$ cat config.mk
export PLATFORM = sky130hd
export DESIGN_NAME = chimera_cluster_pwr_seq
export DESIGN_NICKNAME = d
export VERILOG_FILES = /design/src/rtl/chimera_cluster_pwr_seq_pkg.sv /design/src/rtl/chimera_cluster_pwr_seq_rr_pick.sv /design/src/rtl/chimera_cluster_pwr_seq.sv
export SDC_FILE = /design/constraint.sdc
export NUM_CORES = 1
export LEC_CHECK = 0
export ABC_AREA = 1
export BUFFER_PORTS_ARGS = -buffer_cell sky130_fd_sc_hd__buf_4
export CAP_MARGIN = 20
export CORE_ASPECT_RATIO = 1.5
export CORE_MARGIN = 2
export CORE_UTILIZATION = 61
export CTS_BUF_LIST = sky130_fd_sc_hd__clkbuf_16
export DETAILED_ROUTE_END_ITERATION = 8
export HOLD_SLACK_MARGIN = 0.15
export PLACE_DENSITY = 0.79
export REMOVE_ABC_BUFFERS = 1
export SLEW_MARGIN = 20
export SYNTH_ARGS = -nofsm -noshare
export SYNTH_HDL_FRONTEND = slang
export SYNTH_HIERARCHICAL = 1
export SYNTH_SLANG_ARGS = --single-unit
$ cat constraint.sdc
create_clock -name clk_i -period 4.95 [get_ports clk_i]
set_input_delay 0.99 -clock clk_i [delete_from_list [all_inputs] [get_ports clk_i]]
set_output_delay 0.99 -clock clk_i [all_outputs]
set_load 0.05 [all_outputs]
$ cat src/rtl/chimera_cluster_pwr_seq_pkg.sv
// Shared types and defaults for the Chimera cluster power-state sequencer.
package chimera_pkg;

  typedef enum logic [2:0] {
    IDLE   = 3'd0,
    ISO    = 3'd1,
    CLKOFF = 3'd2,
    RSTON  = 3'd3,
    CLKON  = 3'd4,
    RSTOFF = 3'd5,
    DEISO  = 3'd6,
    ABORT  = 3'd7
  } pwr_seq_state_e;

  localparam int unsigned DefaultRstCycles  = 32'd8;
  localparam int unsigned DefaultIsoTimeout = 32'd1024;

endpackage

$ cat src/rtl/chimera_cluster_pwr_seq_rr_pick.sv
// Combinational round-robin picker: first set request bit at or above ptr, wrapping.
module chimera_rr_pick #(
  parameter int unsigned N    = 5,
  parameter int unsigned IdxW = (N > 1) ? $clog2(N) : 1
) (
  input  logic [N-1:0]    req,
  input  logic [IdxW-1:0] ptr,
  output logic [IdxW-1:0] gntIdx,
  output logic            valid
);

  logic [IdxW-1:0] cand_s;

  // Scan offsets from the far end so the nearest request to ptr is written last.
  always_comb begin
    gntIdx = '0;
    valid  = 1'b0;
    cand_s = '0;
    for (int i = int'(N) - 1; i >= 0; i--) begin
      cand_s = IdxW'((32'(ptr) + 32'(i)) % N);
      gntIdx = req[cand_s] ? cand_s : gntIdx;
      valid  = valid | req[cand_s];
    end
  end

endmodule

$ cat src/rtl/chimera_cluster_pwr_seq.sv
// Per-cluster power sequencer: one cluster at a time, round-robin, isolate/clock/reset ordering.
module chimera_cluster_pwr_seq
  import chimera_pkg::*;
#(
  parameter int unsigned NumClusters = 5,
  parameter int unsigned RstCycles   = DefaultRstCycles,
  parameter int unsigned IsoTimeout  = DefaultIsoTimeout,
  parameter int unsigned CntWidth    = 16
) (
  input  logic                   clk_i,
  input  logic                   rst_i,
  input  logic [NumClusters-1:0] pwr_req_i,
  input  logic [NumClusters-1:0] isolated_i,
  input  logic                   err_clr_i,
  output logic [NumClusters-1:0] isolate_o,
  output logic [NumClusters-1:0] clk_en_o,
  output logic [NumClusters-1:0] cluster_rst_o,
  output logic [NumClusters-1:0] on_o,
  output logic [NumClusters-1:0] err_o,
  output logic                   busy_o
);

  localparam int unsigned IdxW = (NumClusters > 1) ? $clog2(NumClusters) : 1;

  pwr_seq_state_e         state_r, stateNext_s;
  logic [CntWidth-1:0]    cnt_r, cntNext_s;
  logic [IdxW-1:0]        gnt_r, gntNext_s, rr_r, rrNext_s, pickIdx_s;
  logic                   dir_r, dirNext_s, pickValid_s, isoExpired_s;
  logic [NumClusters-1:0] on_r, onNext_s, iso_r, isoNext_s, clkEn_r, clkEnNext_s;
  logic [NumClusters-1:0] cRst_r, cRstNext_s, err_r, errNext_s, errSet_s, pend_s;
  logic                   busy_r, busyNext_s;

  assign pend_s       = pwr_req_i ^ on_r;
  assign isoExpired_s = (cnt_r == CntWidth'(IsoTimeout - 32'd1));

  chimera_rr_pick #(.N(NumClusters), .IdxW(IdxW)) uPick (
    .req    (pend_s),
    .ptr    (rr_r),
    .gntIdx (pickIdx_s),
    .valid  (pickValid_s)
  );

  // Next-state and next-output computation; only the granted cluster's bits are touched.
  always_comb begin
    stateNext_s = state_r;
    gntNext_s   = gnt_r;
    dirNext_s   = dir_r;
    rrNext_s    = rr_r;
    onNext_s    = on_r;
    isoNext_s   = iso_r;
    clkEnNext_s = clkEn_r;
    cRstNext_s  = cRst_r;
    errSet_s    = '0;
    case (state_r)
      IDLE: begin
        if (pickValid_s) begin
          gntNext_s = pickIdx_s;
          dirNext_s = pwr_req_i[pickIdx_s];
          rrNext_s  = (pickIdx_s == IdxW'(NumClusters - 32'd1)) ? '0 : pickIdx_s + IdxW'(1);
          if (pwr_req_i[pickIdx_s]) begin
            stateNext_s            = CLKON;
            clkEnNext_s[pickIdx_s] = 1'b1;
          end else begin
            stateNext_s          = ISO;
            isoNext_s[pickIdx_s] = 1'b1;
          end
        end else begin
          stateNext_s = IDLE;
        end
      end
      ISO: begin
        if (isolated_i[gnt_r]) begin
          stateNext_s        = CLKOFF;
          clkEnNext_s[gnt_r] = 1'b0;
        end else if (isoExpired_s) begin
          stateNext_s = ABORT;
        end else begin
          stateNext_s = ISO;
        end
      end
      CLKOFF: begin
        stateNext_s       = RSTON;
        cRstNext_s[gnt_r] = 1'b1;
      end
      RSTON: begin
        stateNext_s     = IDLE;
        onNext_s[gnt_r] = 1'b0;
      end
      CLKON: begin
        if (cnt_r == CntWidth'(RstCycles - 32'd1)) begin
          stateNext_s       = RSTOFF;
          cRstNext_s[gnt_r] = 1'b0;
        end else begin
          stateNext_s = CLKON;
        end
      end
      RSTOFF: begin
        stateNext_s      = DEISO;
        isoNext_s[gnt_r] = 1'b0;
      end
      DEISO: begin
        if (!isolated_i[gnt_r]) begin
          stateNext_s     = IDLE;
          onNext_s[gnt_r] = 1'b1;
        end else if (isoExpired_s) begin
          stateNext_s = ABORT;
        end else begin
          stateNext_s = DEISO;
        end
      end
      ABORT: begin
        stateNext_s     = IDLE;
        errSet_s[gnt_r] = 1'b1;
        // Fall back to whichever committed state the cluster was leaving.
        if (dir_r) begin
          isoNext_s[gnt_r]   = 1'b1;
          clkEnNext_s[gnt_r] = 1'b0;
          cRstNext_s[gnt_r]  = 1'b1;
        end else begin
          isoNext_s[gnt_r] = 1'b0;
        end
      end
      default: begin
        stateNext_s = IDLE;
      end
    endcase
    errNext_s  = (err_r & ~{NumClusters{err_clr_i}}) | errSet_s;
    // Stay busy across back-to-back sequences while work remains.
    busyNext_s = (stateNext_s != IDLE) | ((pwr_req_i ^ onNext_s) != '0);
    if (stateNext_s != state_r) begin
      cntNext_s = '0;
    end else if (state_r inside {ISO, CLKON, DEISO}) begin
      cntNext_s = cnt_r + CntWidth'(1);
    end else begin
      cntNext_s = cnt_r;
    end
  end

  // State, counter and registered outputs.
  always_ff @(posedge clk_i or posedge rst_i) begin
    if (rst_i) begin
      state_r <= IDLE;
      cnt_r   <= '0;
      gnt_r   <= '0;
      dir_r   <= 1'b0;
      rr_r    <= '0;
      on_r    <= '1;
      iso_r   <= '0;
      clkEn_r <= '1;
      cRst_r  <= '0;
      err_r   <= '0;
      busy_r  <= 1'b0;
    end else begin
      state_r <= stateNext_s;
      cnt_r   <= cntNext_s;
      gnt_r   <= gntNext_s;
      dir_r   <= dirNext_s;
      rr_r    <= rrNext_s;
      on_r    <= onNext_s;
      iso_r   <= isoNext_s;
      clkEn_r <= clkEnNext_s;
      cRst_r  <= cRstNext_s;
      err_r   <= errNext_s;
      busy_r  <= busyNext_s;
    end
  end

  assign isolate_o     = iso_r;
  assign clk_en_o      = clkEn_r;
  assign cluster_rst_o = cRst_r;
  assign on_o          = on_r;
  assign err_o         = err_r;
  assign busy_o        = busy_r;

endmodule

==> summary.log, run 1 <==
[status] run status completed
[timing] Slew Viols, Final 0
[route] post-DR vias/cell 5.51
[synth] dominant combinational cell family by area after synthesis simple AND/OR/NAND/NOR gates
[critical_path] Crit path top cell by count sky130_fd_sc_hd__nand2_1
[clocking] clock tree buffer depth 2
[route] detailed-route wire length per cell 14.0 um
[timing] worst-case headroom to the max-slew limit 40.9%
[critical_path] first element of the critical path rr_r[2]
[clocking] CTS sink count 52
[route] final WL 11400 um
[synth] total standard cell area after synthesis 4500 um2
[critical_path] family with the most delay on the worst path simple AND/OR/NAND/NOR gates
[worst_hold_path] origin of the worst min-delay path isolate_o[4]
[placed_design] input/output buffers 38
[route] number of remaining DRC errors 0
[cells_and_area] final layout net count 750
[timing] share of the cycle needed by the critical path after routing 91.4%
[timing] time the worst path needs with I/O delays and setup 4.52 ns
[route] total number of vias 4493
[cells_and_area] share of cells above drive strength 1 18.7%
[clocking] CTS tree built
[floorplanning] number of placed I/O pins 39
[clocking] total number of H-tree levels 2
[synth] Unique masters post-synth 44
[synth] Top FF cell, synth sky130_fd_sc_hd__dfrtp_1
[clocking] clock-pin slew on the worst setup and hold paths 0.07 ns
[flow_run] Maximum Capacitance Violations 0
[synth] proportion of synthesized flip-flops having asynchronous set or reset 100%
[route] Antenna Violating Nets Remaining 0
[synth] leading area contributor after synthesis sky130_fd_sc_hd__dfrtp_1
[critical_path] crit path DAT 4.74 ns
[worst_hold_path] class of the most critical hold timing path reg2reg
[cells_and_area] number of antenna diodes 0
[route] Detailed Routing Iterations Pass 1 5
[clocking] # hold bufs at CTS 0
[cells_and_area] area taken by flip-flops and latches 1320 um2
[synth] share of the synthesized area in the top cell type 23.4%
[critical_path] kind of launch point of the worst setup path flop
[critical_path] Crit Path Max Fanout 10
[grt] initial antenna violation count 0
[critical_path] CP max stage delay 0.49 ns
[grt] global-route wire length before repair 18900 um
[placed_design] Final GP Congestion 1.08
[placed_design] pre-CTS worst setup slack 0.172 ns
[critical_path] capturing element type of the critical path flop
[cells_and_area] number of fill cells 621
[floorplanning] Vert. Die Dim 109 um
[floorplanning] floorplan die area 8090 um2
[grt] maximum number of pins on one net before global-route repair 53
[clocking] number of clock buffers inserted by TritonCTS 5
[critical_path] origin of the critical flop-to-flop path rr_r[2]
[timing] unrepaired setup endpoints after global routing no
[critical_path] Buffers & Inverters on Critical Path 4
[timing] top achievable clock speed 221 MHz
[timing] pin slew with the least headroom to its limit 0.886 ns
[timing] Sum Neg Setup Slack 0 ns
[route] detailed router's first-iteration violation count 205
[synth] syn_area_per_cell 6.73 um2
[placed_design] HPWL reported at the end of detailed placement 8880 um
[grt] sum of overflow across all layers after global routing 0
[floorplanning] number of rows created at floorplan 38
[synth] xor-xnor portion of the synthesized cell area 3.89%
[timing] final hold viol count 0
[synth] total of flip-flops plus latches after synthesis 52
[clocking] CTS Root Buffer Type sky130_fd_sc_hd__clkbuf_16
[synth] Post-synth EDFFs 0
[floorplanning] horizontal die dimension 74.1 um
[synth] Adder-Cell Fraction of Synth Area 6.40%
[critical_path] classification of the worst setup path reg2reg
[floorplanning] placeable core region 7180 um2
[timing] final-report setup violation count 0
[critical_path] Req. time, crit path 5.17 ns
[grt] Total GRT Usage 30.0%
[critical_path] slowest CP cell sky130_fd_sc_hd__dfrtp_2
[synth] Gate Count Post-Synth 668
[synth] complex-gate fraction of the synthesized area 9.79%
[synth] Seq/Total Area, Yosys 29.2%
[synth] number of warning messages in the yosys log 6
[cells_and_area] area of combinational cells with multiple inputs 2820 um2
[floorplanning] initial cell density of the core 62.7%
[synth] Synth area leaders sky130_fd_sc_hd__dfrtp_1, sky130_fd_sc_hd__nand2_1, sky130_fd_sc_hd__inv_1
[timing] slack of the critical path 0.427 ns
[grt] vias in the first global route 4299
[synth] multiplexer share of the synthesized area 0.223%
[clocking] Skew-Pair Late Insertion Delay 0.29 ns
[timing] skew final 0.00553 ns
[cells_and_area] area overhead of the layout relative to synthesis 14.4%
[synth] Simple-Gate Fraction of Synth Area 41.0%
## logic make-up (layout without fill, tap and decap cells)
kind of cell	count (synthesis)	in the layout
AOI/OAI and AO/OA	73	73
xor gates and xnor gates	20	20
adders and majority gates	23	23
buffers and inverters	107	153
DFF	52	52
muxes	1	1
and+or+nand+nor	392	393
## sequential cells by signal (all words and copies together) (netlist names), 3 cells and up, named ones only
| signal | cells |
|---|---|
| err_o | 5 |
| gnt_r | 3 |
| cnt_r | 16 |
| state_r | 3 |
| clk_en_o | 5 |
| on_o | 5 |
| rr_r | 3 |
| isolate_o | 5 |
## repair_timing
action / in CTS / in global routing
setup buffers: 0 / 2
resized for setup: 0 / 12
setup endpoints to repair: 0 / 29
endpoints found under the hold margin: 0 / 0
## worst paths after layout
kind                                endpoint  slack [ns]  depth (start not counted)
worst max register to register   clk_en_o[0]        0.43                         29
min in group asynchronous           err_o[4]        0.85                          2
max in group asynchronous            rr_r[2]        3.52                          2
worst min register to register  isolate_o[4]        0.51                          1
worst min-delay path            isolate_o[4]        0.51                          1
worst max-delay path             clk_en_o[0]        0.43                         29
## cell usage in the layout, fill, tap and decap left out, types with 2 or more instances in the layout
| cell type | instances |
|---|---|
| sky130_fd_sc_hd__a21oi_1 | 6 |
| sky130_fd_sc_hd__a21oi_2 | 3 |
| sky130_fd_sc_hd__a2bb2oi_1 | 2 |
| sky130_fd_sc_hd__buf_4 | 44 |
| sky130_fd_sc_hd__clkbuf_16 | 5 |
| sky130_fd_sc_hd__clkinv_2 | 2 |
| sky130_fd_sc_hd__dfrtp_1 | 40 |
| sky130_fd_sc_hd__dfrtp_2 | 2 |
| sky130_fd_sc_hd__dfstp_2 | 10 |
| sky130_fd_sc_hd__ha_1 | 22 |
| sky130_fd_sc_hd__inv_1 | 89 |
| sky130_fd_sc_hd__inv_2 | 9 |
| sky130_fd_sc_hd__inv_4 | 2 |
| sky130_fd_sc_hd__nand2_1 | 174 |
| sky130_fd_sc_hd__nand2_2 | 19 |
| sky130_fd_sc_hd__nand2_4 | 3 |
| sky130_fd_sc_hd__nand3_1 | 65 |
| sky130_fd_sc_hd__nand3_2 | 7 |
| sky130_fd_sc_hd__nand3_4 | 4 |
| sky130_fd_sc_hd__nand3b_1 | 7 |
| sky130_fd_sc_hd__nand4_1 | 14 |
| sky130_fd_sc_hd__nor2_1 | 75 |
| sky130_fd_sc_hd__nor2_2 | 7 |
| sky130_fd_sc_hd__nor3_1 | 7 |
| sky130_fd_sc_hd__o211ai_1 | 2 |
| sky130_fd_sc_hd__o21a_1 | 3 |
| sky130_fd_sc_hd__o21ai_0 | 36 |
| sky130_fd_sc_hd__o21ai_1 | 7 |
| sky130_fd_sc_hd__o21ai_2 | 3 |
| sky130_fd_sc_hd__o22ai_1 | 6 |
| sky130_fd_sc_hd__or2_2 | 3 |
| sky130_fd_sc_hd__xnor2_1 | 3 |
| sky130_fd_sc_hd__xor2_1 | 16 |
## cell usage after synthesis, types with 4 or more instances
| cell | count |
|---|---|
| sky130_fd_sc_hd__nand2_1 | 177 |
| sky130_fd_sc_hd__inv_1 | 90 |
| sky130_fd_sc_hd__nor2_1 | 75 |
| sky130_fd_sc_hd__nand3_1 | 66 |
| sky130_fd_sc_hd__dfrtp_1 | 42 |
| sky130_fd_sc_hd__o21ai_0 | 36 |
| sky130_fd_sc_hd__ha_1 | 23 |
| sky130_fd_sc_hd__xor2_1 | 17 |
| sky130_fd_sc_hd__nand2_2 | 16 |
| sky130_fd_sc_hd__nand4_1 | 14 |
| sky130_fd_sc_hd__dfstp_2 | 10 |
| sky130_fd_sc_hd__inv_2 | 9 |
| sky130_fd_sc_hd__nor3_1 | 8 |
| sky130_fd_sc_hd__nand3b_1 | 7 |
| sky130_fd_sc_hd__nor2_2 | 7 |
| sky130_fd_sc_hd__o21ai_1 | 7 |
| sky130_fd_sc_hd__a21oi_1 | 6 |
| sky130_fd_sc_hd__nand3_2 | 6 |
| sky130_fd_sc_hd__o22ai_1 | 6 |
| sky130_fd_sc_hd__a21oi_2 | 4 |
## cell type report
type | count | area share [%]
clock buffers | 5 | 2.43
clock inverters | 3 | 0.826
inverters | 101 | 7.49
multi-input cells | 510 | 54.8
flip-flops and latches | 52 | 25.6
well taps | 100 | 2.43
repair buffers | 44 | 6.42
## metal layers
| layer | up-vias | GRT usage (%) | part of all wire [%] | routed length [um] |
|---|---|---|---|---|
| met5 | - | 0 | 0 | 0 |
| met1 | 2110 | 32.6 | 38 | 4330 |
| met2 | 115 | 55.1 | 55 | 6230 |
| met3 | 31 | 4.62 | 3.6 | 413 |
| li1 | 2237 | - | - | - |
| met4 | 0 | 14.4 | 3.6 | 405 |
## metrics by stage
step	hold slack, ns	cells	cell area, um2	util [%]
3_5_place_dp	0.496	804	4900	68.2
3_3_place_gp	0.490	804	4900	68.2
4_1_cts	0.513	812	5060	70.5
5_1_grt	0.528	815	5150	71.7
2_1_floorplan	0.520	662	4460	-
6_report	0.509	815	5150	71.7
Power of run 1 is left out: the tool's default activity adds up to more than one toggle a clock period on the data nets, which glitch-free logic cannot reach.
==> run 2, diff against run 1 <==
Settings changed: ABC_AREA 1 to not set.
==> run 2 against run 1 <==
Net effect:
- cell area grew 16%
- sequential share of layout area shrank 3.5 points
- via count grew 7.9%
- non-clock buffer count grew 64
- critical path depth shrank 8
- first-iteration DRC count grew 29%
- critical endpoint is now busy_o
- highest routed layer unchanged
- register-to-register slack lost 0.33 ns
- worst setup slack lost 0.33 ns
- critical path type unchanged
- maximum frequency shrank 6.9%
==> summary.log, run 2 <==
[status] run status completed [unchanged]
[synth] total standard cell area after synthesis 4720 um2 [was 4500 um2]
[timing] pin slew with the least headroom to its limit 0.893 ns [was 0.886 ns]
[cells_and_area] most frequent cells in the layout sky130_fd_sc_hd__buf_4, sky130_fd_sc_hd__nor2_1, sky130_fd_sc_hd__dfrtp_1 [was sky130_fd_sc_hd__nand2_1, sky130_fd_sc_hd__inv_1, sky130_fd_sc_hd__nor2_1]
[clocking] CTS Root Buffer Type sky130_fd_sc_hd__clkbuf_16 [unchanged]
[timing] final hold viol count 0 [unchanged]
[cells_and_area] area of combinational cells with multiple inputs 3370 um2 [was 2820 um2]
[placed_design] input/output buffers 38 [unchanged]
[route] final WL 14400 um [was 11400 um]
[clocking] CTS tree built [unchanged]
[synth] proportion of synthesized flip-flops having asynchronous set or reset 100% [unchanged]
[timing] time the worst path needs with I/O delays and setup 4.86 ns [was 4.52 ns]
[critical_path] origin of the critical flop-to-flop path rr_r[0] [was rr_r[2]]
[critical_path] worst reg-to-reg setup slack 0.09 ns [was 0.43 ns]
[timing] final-report setup violation count 0 [unchanged]
[cells_and_area] share of cells above drive strength 1 32.9% [was 18.7%]
[placed_design] HPWL reported at the end of detailed placement 10700 um [was 8880 um]
[flow_run] Maximum Capacitance Violations 0 [unchanged]
[floorplanning] floorplan die area 8460 um2 [was 8090 um2]
[cells_and_area] final std cells w/o fill 741 [was 815]
[timing] top achievable clock speed 206 MHz [was 221 MHz]
[critical_path] capturing element type of the critical path flop [unchanged]
[synth] Unique masters post-synth 99 [was 44]
[clocking] CTS sink count 52 [unchanged]
[route] detailed router's first-iteration violation count 264 [was 205]
[worst_hold_path] class of the most critical hold timing path reg2reg [unchanged]
[synth] Top FF cell, synth sky130_fd_sc_hd__dfrtp_1 [unchanged]
[route] number of remaining DRC errors 0 [unchanged]
[route] detailed-route wire length per cell 19.4 um [was 14.0 um]
[floorplanning] placeable core region 7560 um2 [was 7180 um2]
[critical_path] crit path DAT 5.02 ns [was 4.74 ns]
[placed_design] Placed Cells incl. Taps 726 [was 804]
[placed_design] pre-CTS worst setup slack -0.201 ns [was 0.172 ns]
[critical_path] classification of the worst setup path reg2reg [unchanged]
[grt] sum of overflow across all layers after global routing 0 [unchanged]
[synth] Synth area leaders sky130_fd_sc_hd__dfrtp_1, sky130_fd_sc_hd__ha_1, sky130_fd_sc_hd__dfstp_2 [was sky130_fd_sc_hd__dfrtp_1, sky130_fd_sc_hd__nand2_1, sky130_fd_sc_hd__inv_1]
[grt] Total GRT Usage 34.0% [was 30.0%]
[grt] maximum number of pins on one net before global-route repair 53 [unchanged]
[critical_path] Crit Path Max Fanout 5 [was 10]
[cells_and_area] Largest register FFs 16 [unchanged]
[grt] initial antenna violation count 0 [unchanged]
[clocking] clock tree buffer depth 2 [unchanged]
[floorplanning] Vert. Die Dim 112 um [was 109 um]
[timing] share of the cycle needed by the critical path after routing 98.1% [was 91.4%]
[synth] share of the synthesized area in the top cell type 22.3% [was 23.4%]
[timing] Slew Viols, Final 0 [unchanged]
[critical_path] first element of the critical path rr_r[0] [was rr_r[2]]
[grt] vias in the first global route 4825 [was 4299]
[cells_and_area] number of antenna diodes 0 [unchanged]
[synth] cell types with the highest counts after synthesis sky130_fd_sc_hd__nor2_1, sky130_fd_sc_hd__dfrtp_1, sky130_fd_sc_hd__nand2_1 [was sky130_fd_sc_hd__nand2_1, sky130_fd_sc_hd__inv_1, sky130_fd_sc_hd__nor2_1]
[cells_and_area] final layout net count 674 [was 750]
[floorplanning] horizontal die dimension 75.8 um [was 74.1 um]
[placed_design] Final GP Congestion 0.984 [was 1.08]
[grt] global-route wire length before repair 22500 um [was 18900 um]
[route] Detailed Routing Iterations Pass 1 6 [was 5]
[cells_and_area] number of fill cells 553 [was 621]
[clocking] total number of H-tree levels 2 [unchanged]
[clocking] Skew-Pair Late Insertion Delay 0.29 ns [about the same]
[clocking] clock-pin slew on the worst setup and hold paths 0.06 ns [was 0.07 ns]
[clocking] number of clock buffers inserted by TritonCTS 5 [unchanged]
[synth] Gate Count Post-Synth 547 [was 668]
[route] Antenna Violating Nets Remaining 0 [unchanged]
[synth] Post-synth EDFFs 0 [unchanged]
[synth] number of warning messages in the yosys log 6 [unchanged]
[timing] worst-case headroom to the max-slew limit 40.4% [was 40.9%]
[critical_path] Req. time, crit path 5.12 ns [was 5.17 ns]
[cells_and_area] area overhead of the layout relative to synthesis 26.2% [was 14.4%]
[synth] total of flip-flops plus latches after synthesis 52 [unchanged]
[floorplanning] initial cell density of the core 62.3% [was 62.7%]
[cells_and_area] most common cell after layout, fill and taps aside sky130_fd_sc_hd__buf_4 [was sky130_fd_sc_hd__nand2_1]
[cells_and_area] area taken by flip-flops and latches 1320 um2 [about the same]
[floorplanning] number of rows created at floorplan 39 [was 38]
[route] total number of vias 4849 [was 4493]
[synth] syn_area_per_cell 8.62 um2 [was 6.73 um2]
[timing] skew final 0.00786 ns [was 0.00553 ns]
[timing] slack of the critical path 0.0931 ns [was 0.427 ns]
[synth] Seq/Total Area, Yosys 27.9% [was 29.2%]
[cells_and_area] most flop-heavy register cnt_r [unchanged]
[route] post-DR vias/cell 6.54 [was 5.51]
[critical_path] kind of launch point of the worst setup path flop [unchanged]
[floorplanning] number of placed I/O pins 39 [unchanged]
[synth] leading area contributor after synthesis sky130_fd_sc_hd__dfrtp_1 [unchanged]
[synth] most instantiated library cell after synthesis sky130_fd_sc_hd__nor2_1 [was sky130_fd_sc_hd__nand2_1]
[run 2: cell types whose count changed after synthesis, sizes merged, moves of 11 or more]
cell	before	now
a21oi	10	38
inv	101	32
mux2	0	15
nand2	196	40
nand2b	0	11
nand3	75	14
nor2	84	52
o21ai	47	23
[run 2: cell families (layout without fill, tap and decap cells)]
family          after synthesis  after routing  synth area share [%]
xor+xnor                     25             25                  4.64
mux                          25             25                  5.78
compound gates              161            161                  25.4
buf+inv                      57            149                  5.89
fa+ha+maj                    23             23                  6.10
flops                        52             52                  27.9
simple gates                204            204                  24.3
[run 2: area by class of cell]
cell class	count	share of cell area (%)
multi-input cells	438	56.7
flip-flops and latches	52	22.1
repair buffers	108	13.8
well taps	102	2.14
clock buffers	5	2.10
inverters	33	2.10
clock inverters	3	1.07
[run 2: routing by layer]
layer / global-route usage [%] / vias to the layer above / routed length, um
met3: 5.70 / 65 / 753
met1: 35.1 / 2343 / 5070
met5: 0 / - / 0
met4: 17.7 / 0 / 784
met2: 62.0 / 220 / 7790
li1: - / 2221 / -
[run 2: final timing paths]
path / endpoint / cells after the start
hold reg to reg: flop / 1
setup reg to reg: busy_o / 21
min in group asynchronous: isolate_o[4] / 2
max in group asynchronous: rr_r[2] / 2
hold / removal: flop / 1
setup / recovery: busy_o / 21
[run 2: through the flow]
stage                     TNS, ns  hold WS (ns)  area [um2]  utilization [%]
after floorplan            -30.35         0.506        4560                -
after global placement      -1.47         0.498        5450             72.0
after detailed placement    -2.31         0.500        5450             72.0
after CTS                       0         0.516        5660             74.9
after global routing      -0.0408         0.530        5950             78.7
final                           0         0.520        5950             78.7
[run 2: what timing repair did]
action,4_1_cts,5_1_grt
endpoints found under the setup margin,22,29
setup buffers,0,7
pin swaps,0,11
resized for setup,6,54
hold buffers,0,0
cloned,0,0
[run 2: critical path: stages (launching register included)]
cell and delay [ns]:
sky130_fd_sc_hd__dfrtp_1 0.35, sky130_fd_sc_hd__clkinv_1 0.10, sky130_fd_sc_hd__ha_2 0.20, sky130_fd_sc_hd__inv_1 0.10
sky130_fd_sc_hd__ha_4 0.22, sky130_fd_sc_hd__nand2b_2 0.19, sky130_fd_sc_hd__ha_1 0.33, sky130_fd_sc_hd__nor2b_4 0.07
sky130_fd_sc_hd__buf_4 0.14, sky130_fd_sc_hd__a21boi_0 0.25, sky130_fd_sc_hd__o22a_1 0.25, sky130_fd_sc_hd__o211ai_1 0.13
sky130_fd_sc_hd__buf_4 0.17, sky130_fd_sc_hd__a2bb2oi_2 0.14, sky130_fd_sc_hd__a211o_1 0.25, sky130_fd_sc_hd__o31a_1 0.34
sky130_fd_sc_hd__o21ai_4 0.20, sky130_fd_sc_hd__mux2_2 0.36, sky130_fd_sc_hd__a22oi_2 0.16, sky130_fd_sc_hd__a21boi_1 0.14
sky130_fd_sc_hd__a211o_1 0.26, sky130_fd_sc_hd__or3b_1 0.37
Power of run 2 is left out for the same reason.
==> run 3, diff against run 2 <==
Settings changed: SYNTH_HIERARCHICAL 1 to not set.
==> run 3 against run 2 <==
Net effect:
- maximum frequency up 5.7%
- area after synthesis down 7.8%
- flip-flop and latch count unchanged
- non-clock buffer count down 57
- highest routed layer unchanged
==> summary.log, run 3 <==
[timing] final hold viol count 0 [unchanged]
[timing] skew final 0.00586 ns [was 0.00786 ns]
[floorplanning] horizontal die dimension 72.9 um [was 75.8 um]
[critical_path] Crit path top cell by count sky130_fd_sc_hd__ha_1
[grt] vias in the first global route 3848 [was 4825]
[critical_path] path depth of the worst reg2reg path 14 [was 21]
[route] detailed router's first-iteration violation count 240 [was 264]
[clocking] Skew-Pair Late Insertion Delay 0.29 ns [about the same]
[clocking] number of clock buffers inserted by TritonCTS 5 [unchanged]
[route] Antenna Violating Nets Remaining 0 [unchanged]
[synth] Unique masters post-synth 73 [was 99]
[cells_and_area] area overhead of the layout relative to synthesis 12.0% [was 26.2%]
[floorplanning] placeable core region 6900 um2 [was 7560 um2]
[grt] initial antenna violation count 0 [unchanged]
[cells_and_area] Largest register FFs 16 [unchanged]
[critical_path] Critical Path, Cell by Cell ha_1 > xnor2_2 > ha_1 > o211ai_1 > a221oi_4 > mux2i_1 > nor3_1 > o31a_1 > or4_4 > a41oi_2 > o21ai_2 > o2111ai_1 > a21o_1 > o221ai_1 [was clkinv_1 > ha_2 > inv_1 > ha_4 > nand2b_2 > ha_1 > nor2b_4 > buf_4 > a21boi_0 > o22a_1 > o211ai_1 > buf_4 > a2bb2oi_2 > a211o_1 > o31a_1 > o21ai_4 > mux2_2 > a22oi_2 > a21boi_1 > a211o_1 > or3b_1]
[critical_path] CP max stage delay 0.57 ns [was 0.37 ns]
[critical_path] classification of the worst setup path reg2reg [unchanged]
[timing] share of the cycle needed by the critical path after routing 92.8% [was 98.1%]
[synth] Seq/Total Area, Yosys 30.2% [was 27.9%]
[clocking] CTS Root Buffer Type sky130_fd_sc_hd__clkbuf_16 [unchanged]
[timing] top achievable clock speed 218 MHz [was 206 MHz]
[floorplanning] Vert. Die Dim 107 um [was 112 um]
[route] Max Used Layer met4 [unchanged]
[timing] final-report setup violation count 0 [unchanged]
[route] DR WL met3 446 um [was 753 um]
[timing] unrepaired setup endpoints after global routing no
[timing] slack of the critical path 0.356 ns [was 0.0931 ns]
[synth] number of warning messages in the yosys log 0 [was 6]
[placed_design] HPWL reported at the end of detailed placement 8560 um [was 10700 um]
[critical_path] slowest CP cell sky130_fd_sc_hd__or4_4 [was sky130_fd_sc_hd__or3b_1]
[floorplanning] floorplan die area 7840 um2 [was 8460 um2]
[critical_path] crit path DAT 4.74 ns [was 5.02 ns]
[timing] hold slack final 0.507 ns [was 0.520 ns]
[clocking] # hold bufs at CTS 0 [unchanged]
[route] Detailed Routing Iterations Pass 1 9 [was 6]
[timing] time the worst path needs with I/O delays and setup 4.59 ns [was 4.86 ns]
[critical_path] RR Endpoint isolate_o[0] [was busy_o]
[cells_and_area] most frequent cells in the layout sky130_fd_sc_hd__nand2_1, sky130_fd_sc_hd__buf_4, sky130_fd_sc_hd__dfrtp_1 [was sky130_fd_sc_hd__buf_4, sky130_fd_sc_hd__nor2_1, sky130_fd_sc_hd__dfrtp_1]
[synth] leading area contributor after synthesis sky130_fd_sc_hd__dfrtp_1 [unchanged]
[cells_and_area] number of antenna diodes 0 [unchanged]
[synth] total of flip-flops plus latches after synthesis 52 [unchanged]
[clocking] CTS tree built [unchanged]
[status] run status completed [unchanged]
[cells_and_area] final layout net count 576 [was 674]
[route] post-DR vias/cell 6.48 [was 6.54]
[cells_and_area] most common cell after layout, fill and taps aside sky130_fd_sc_hd__nand2_1 [was sky130_fd_sc_hd__buf_4]
[cells_and_area] most flop-heavy register cnt_r [unchanged]
[route] routed length on met2 6040 um [was 7790 um]
[clocking] clock tree buffer depth 2 [unchanged]
[clocking] total number of H-tree levels 2 [unchanged]
[critical_path] Crit Path Max Fanout 13 [was 5]
[flow_run] Maximum Capacitance Violations 0 [unchanged]
[placed_design] Final GP Congestion 0.984 [about the same]
[synth] share of the synthesized area in the top cell type 24.2% [was 22.3%]
[floorplanning] number of placed I/O pins 39 [unchanged]
[synth] total standard cell area after synthesis 4350 um2 [was 4720 um2]
[route] detailed-route wire length per cell 18.2 um [was 19.4 um]
[timing] pin slew with the least headroom to its limit 0.866 ns [was 0.893 ns]
[worst_hold_path] class of the most critical hold timing path reg2reg [unchanged]
[cells_and_area] final std cells w/o fill 621 [was 741]
[route] Met1 Routed Length 4290 um [was 5070 um]
[clocking] clock-pin slew on the worst setup and hold paths 0.06 ns [about the same]
[grt] maximum number of pins on one net before global-route repair 53 [unchanged]
[cells_and_area] number of fill cells 546 [was 553]
[timing] worst-case headroom to the max-slew limit 42.2% [was 40.4%]
[synth] Synth area leaders sky130_fd_sc_hd__dfrtp_1, sky130_fd_sc_hd__dfstp_2, sky130_fd_sc_hd__ha_1 [was sky130_fd_sc_hd__dfrtp_1, sky130_fd_sc_hd__ha_1, sky130_fd_sc_hd__dfstp_2]
[route] final WL 11300 um [was 14400 um]
[critical_path] capturing element type of the critical path flop [unchanged]
[floorplanning] initial cell density of the core 63.1% [was 62.3%]
[clocking] CTS sink count 52 [unchanged]
[synth] most instantiated library cell after synthesis sky130_fd_sc_hd__nand2_1 [was sky130_fd_sc_hd__nor2_1]
[grt] sum of overflow across all layers after global routing 0 [unchanged]
[critical_path] origin of the critical flop-to-flop path rr_r[1] [was rr_r[0]]
[synth] Gate Count Post-Synth 505 [was 547]
[synth] proportion of synthesized flip-flops having asynchronous set or reset 100% [unchanged]
[synth] Post-synth EDFFs 0 [unchanged]
[grt] Total GRT Usage 30.4% [was 34.0%]
[placed_design] input/output buffers 38 [unchanged]
[placed_design] Placed Cells incl. Taps 612 [was 726]
[critical_path] kind of launch point of the worst setup path flop [unchanged]
[critical_path] worst reg-to-reg setup slack 0.36 ns [was 0.09 ns]
[synth] syn_area_per_cell 8.61 um2 [was 8.62 um2]
[route] total number of vias 4025 [was 4849]
[floorplanning] number of rows created at floorplan 37 [was 39]
[placed_design] pre-CTS worst setup slack 0.301 ns [was -0.201 ns]
[timing] Slew Viols, Final 0 [unchanged]
[route] number of remaining DRC errors 0 [unchanged]
[cells_and_area] final design utilization 70.6% [was 78.7%]
[grt] global-route wire length before repair 18700 um [was 22500 um]
[synth] cell types with the highest counts after synthesis sky130_fd_sc_hd__nand2_1, sky130_fd_sc_hd__dfrtp_1, sky130_fd_sc_hd__o21ai_0 [was sky130_fd_sc_hd__nor2_1, sky130_fd_sc_hd__dfrtp_1, sky130_fd_sc_hd__nand2_1]
[critical_path] Req. time, crit path 5.09 ns [was 5.12 ns]
[synth] Top FF cell, synth sky130_fd_sc_hd__dfrtp_1 [unchanged]
[worst_hold_path] Worst Hold Depth 1 [unchanged]
[cells_and_area] share of cells above drive strength 1 20.4% [was 32.9%]
[run 3: cell types whose count changed in the layout (fill, tap and decap cells not counted), sizes merged, moves of 7 or more]
cell and change:
buf -57, o21ai +24, nor3b -7, nor3 +18
xnor2 +18, inv -7, nor2 -33, a311oi -7
nand2 +18
[run 3: per-layer routing]
layer	vias up	GRT usage, %
li1	1932	-
met1	1928	35.2
met2	131	54.3
met3	34	3.93
met4	0	13.9
met5	-	0
[run 3: cell type report]
class                           count  area, um2  area share (%)
Multi-Input combinational cell    408       2850            58.5
Tap cell                           78       97.6            2.00
Timing Repair Buffer               51        383            7.86
Clock buffer                        5        125            2.57
Inverter                           24       91.3            1.87
Sequential cell                    52       1320            27.0
Clock inverter                      3       11.3           0.231
[run 3: logic make-up (layout without fill, tap and decap cells)]
kind of cell / after synthesis / after routing / share of synthesized area, %
xor gates and xnor gates: 38 / 38 / 7.83
buffers and inverters: 45 / 83 / 4.46
muxes: 21 / 21 / 5.67
and+or+nand+nor: 180 / 180 / 22.4
DFF: 52 / 52 / 30.2
AOI/OAI and AO/OA: 147 / 147 / 23.1
adders and majority gates: 22 / 22 / 6.27
[run 3: worst max-delay path, delay by kind of cell (launching register included)]
| family | cells | cell delay (ns) |
|---|---|---|
| AO/OA/AOI/OAI | 8 | 2.14 |
| XOR/XNOR | 1 | 0.34 |
| adder cells (fa/ha/maj) | 2 | 0.59 |
| flip-flops | 1 | 0.50 |
| multiplexers | 1 | 0.26 |
| AND/OR/NAND/NOR | 2 | 0.64 |
[run 3: timing repair]
item	in CTS	in global routing
resized for setup	0	3
buffers inserted	0	1
setup endpoints to repair	0	30
[run 3: worst max-delay path by stage]
| stage | endpoint | startpoint | slack, ns | depth (start not counted) |
|---|---|---|---|---|
| after global placement | cnt_r[9] | rr_r[1] | 0.42 | 15 |
| final | isolate_o[0] | rr_r[1] | 0.36 | 14 |
| after floorplan | cnt_r[10] | rr_r[0] | -0.04 | 14 |
| after detailed placement | clk_en_o[1] | rr_r[1] | 0.30 | 14 |
| after CTS | cnt_r[5] | rr_r[1] | 0.26 | 19 |
| after global routing | rr_r[2] | rr_r[1] | 0.02 | 18 |
[run 3: stage by stage]
stage,TNS (ns),instance area (um2)
finish,0,4870
global route,0,4870
CTS,0,4850
detailed placement,0,4720
global placement,0,4720
floorplan,-0.365,4250
Power of run 3 is left out for the same reason.
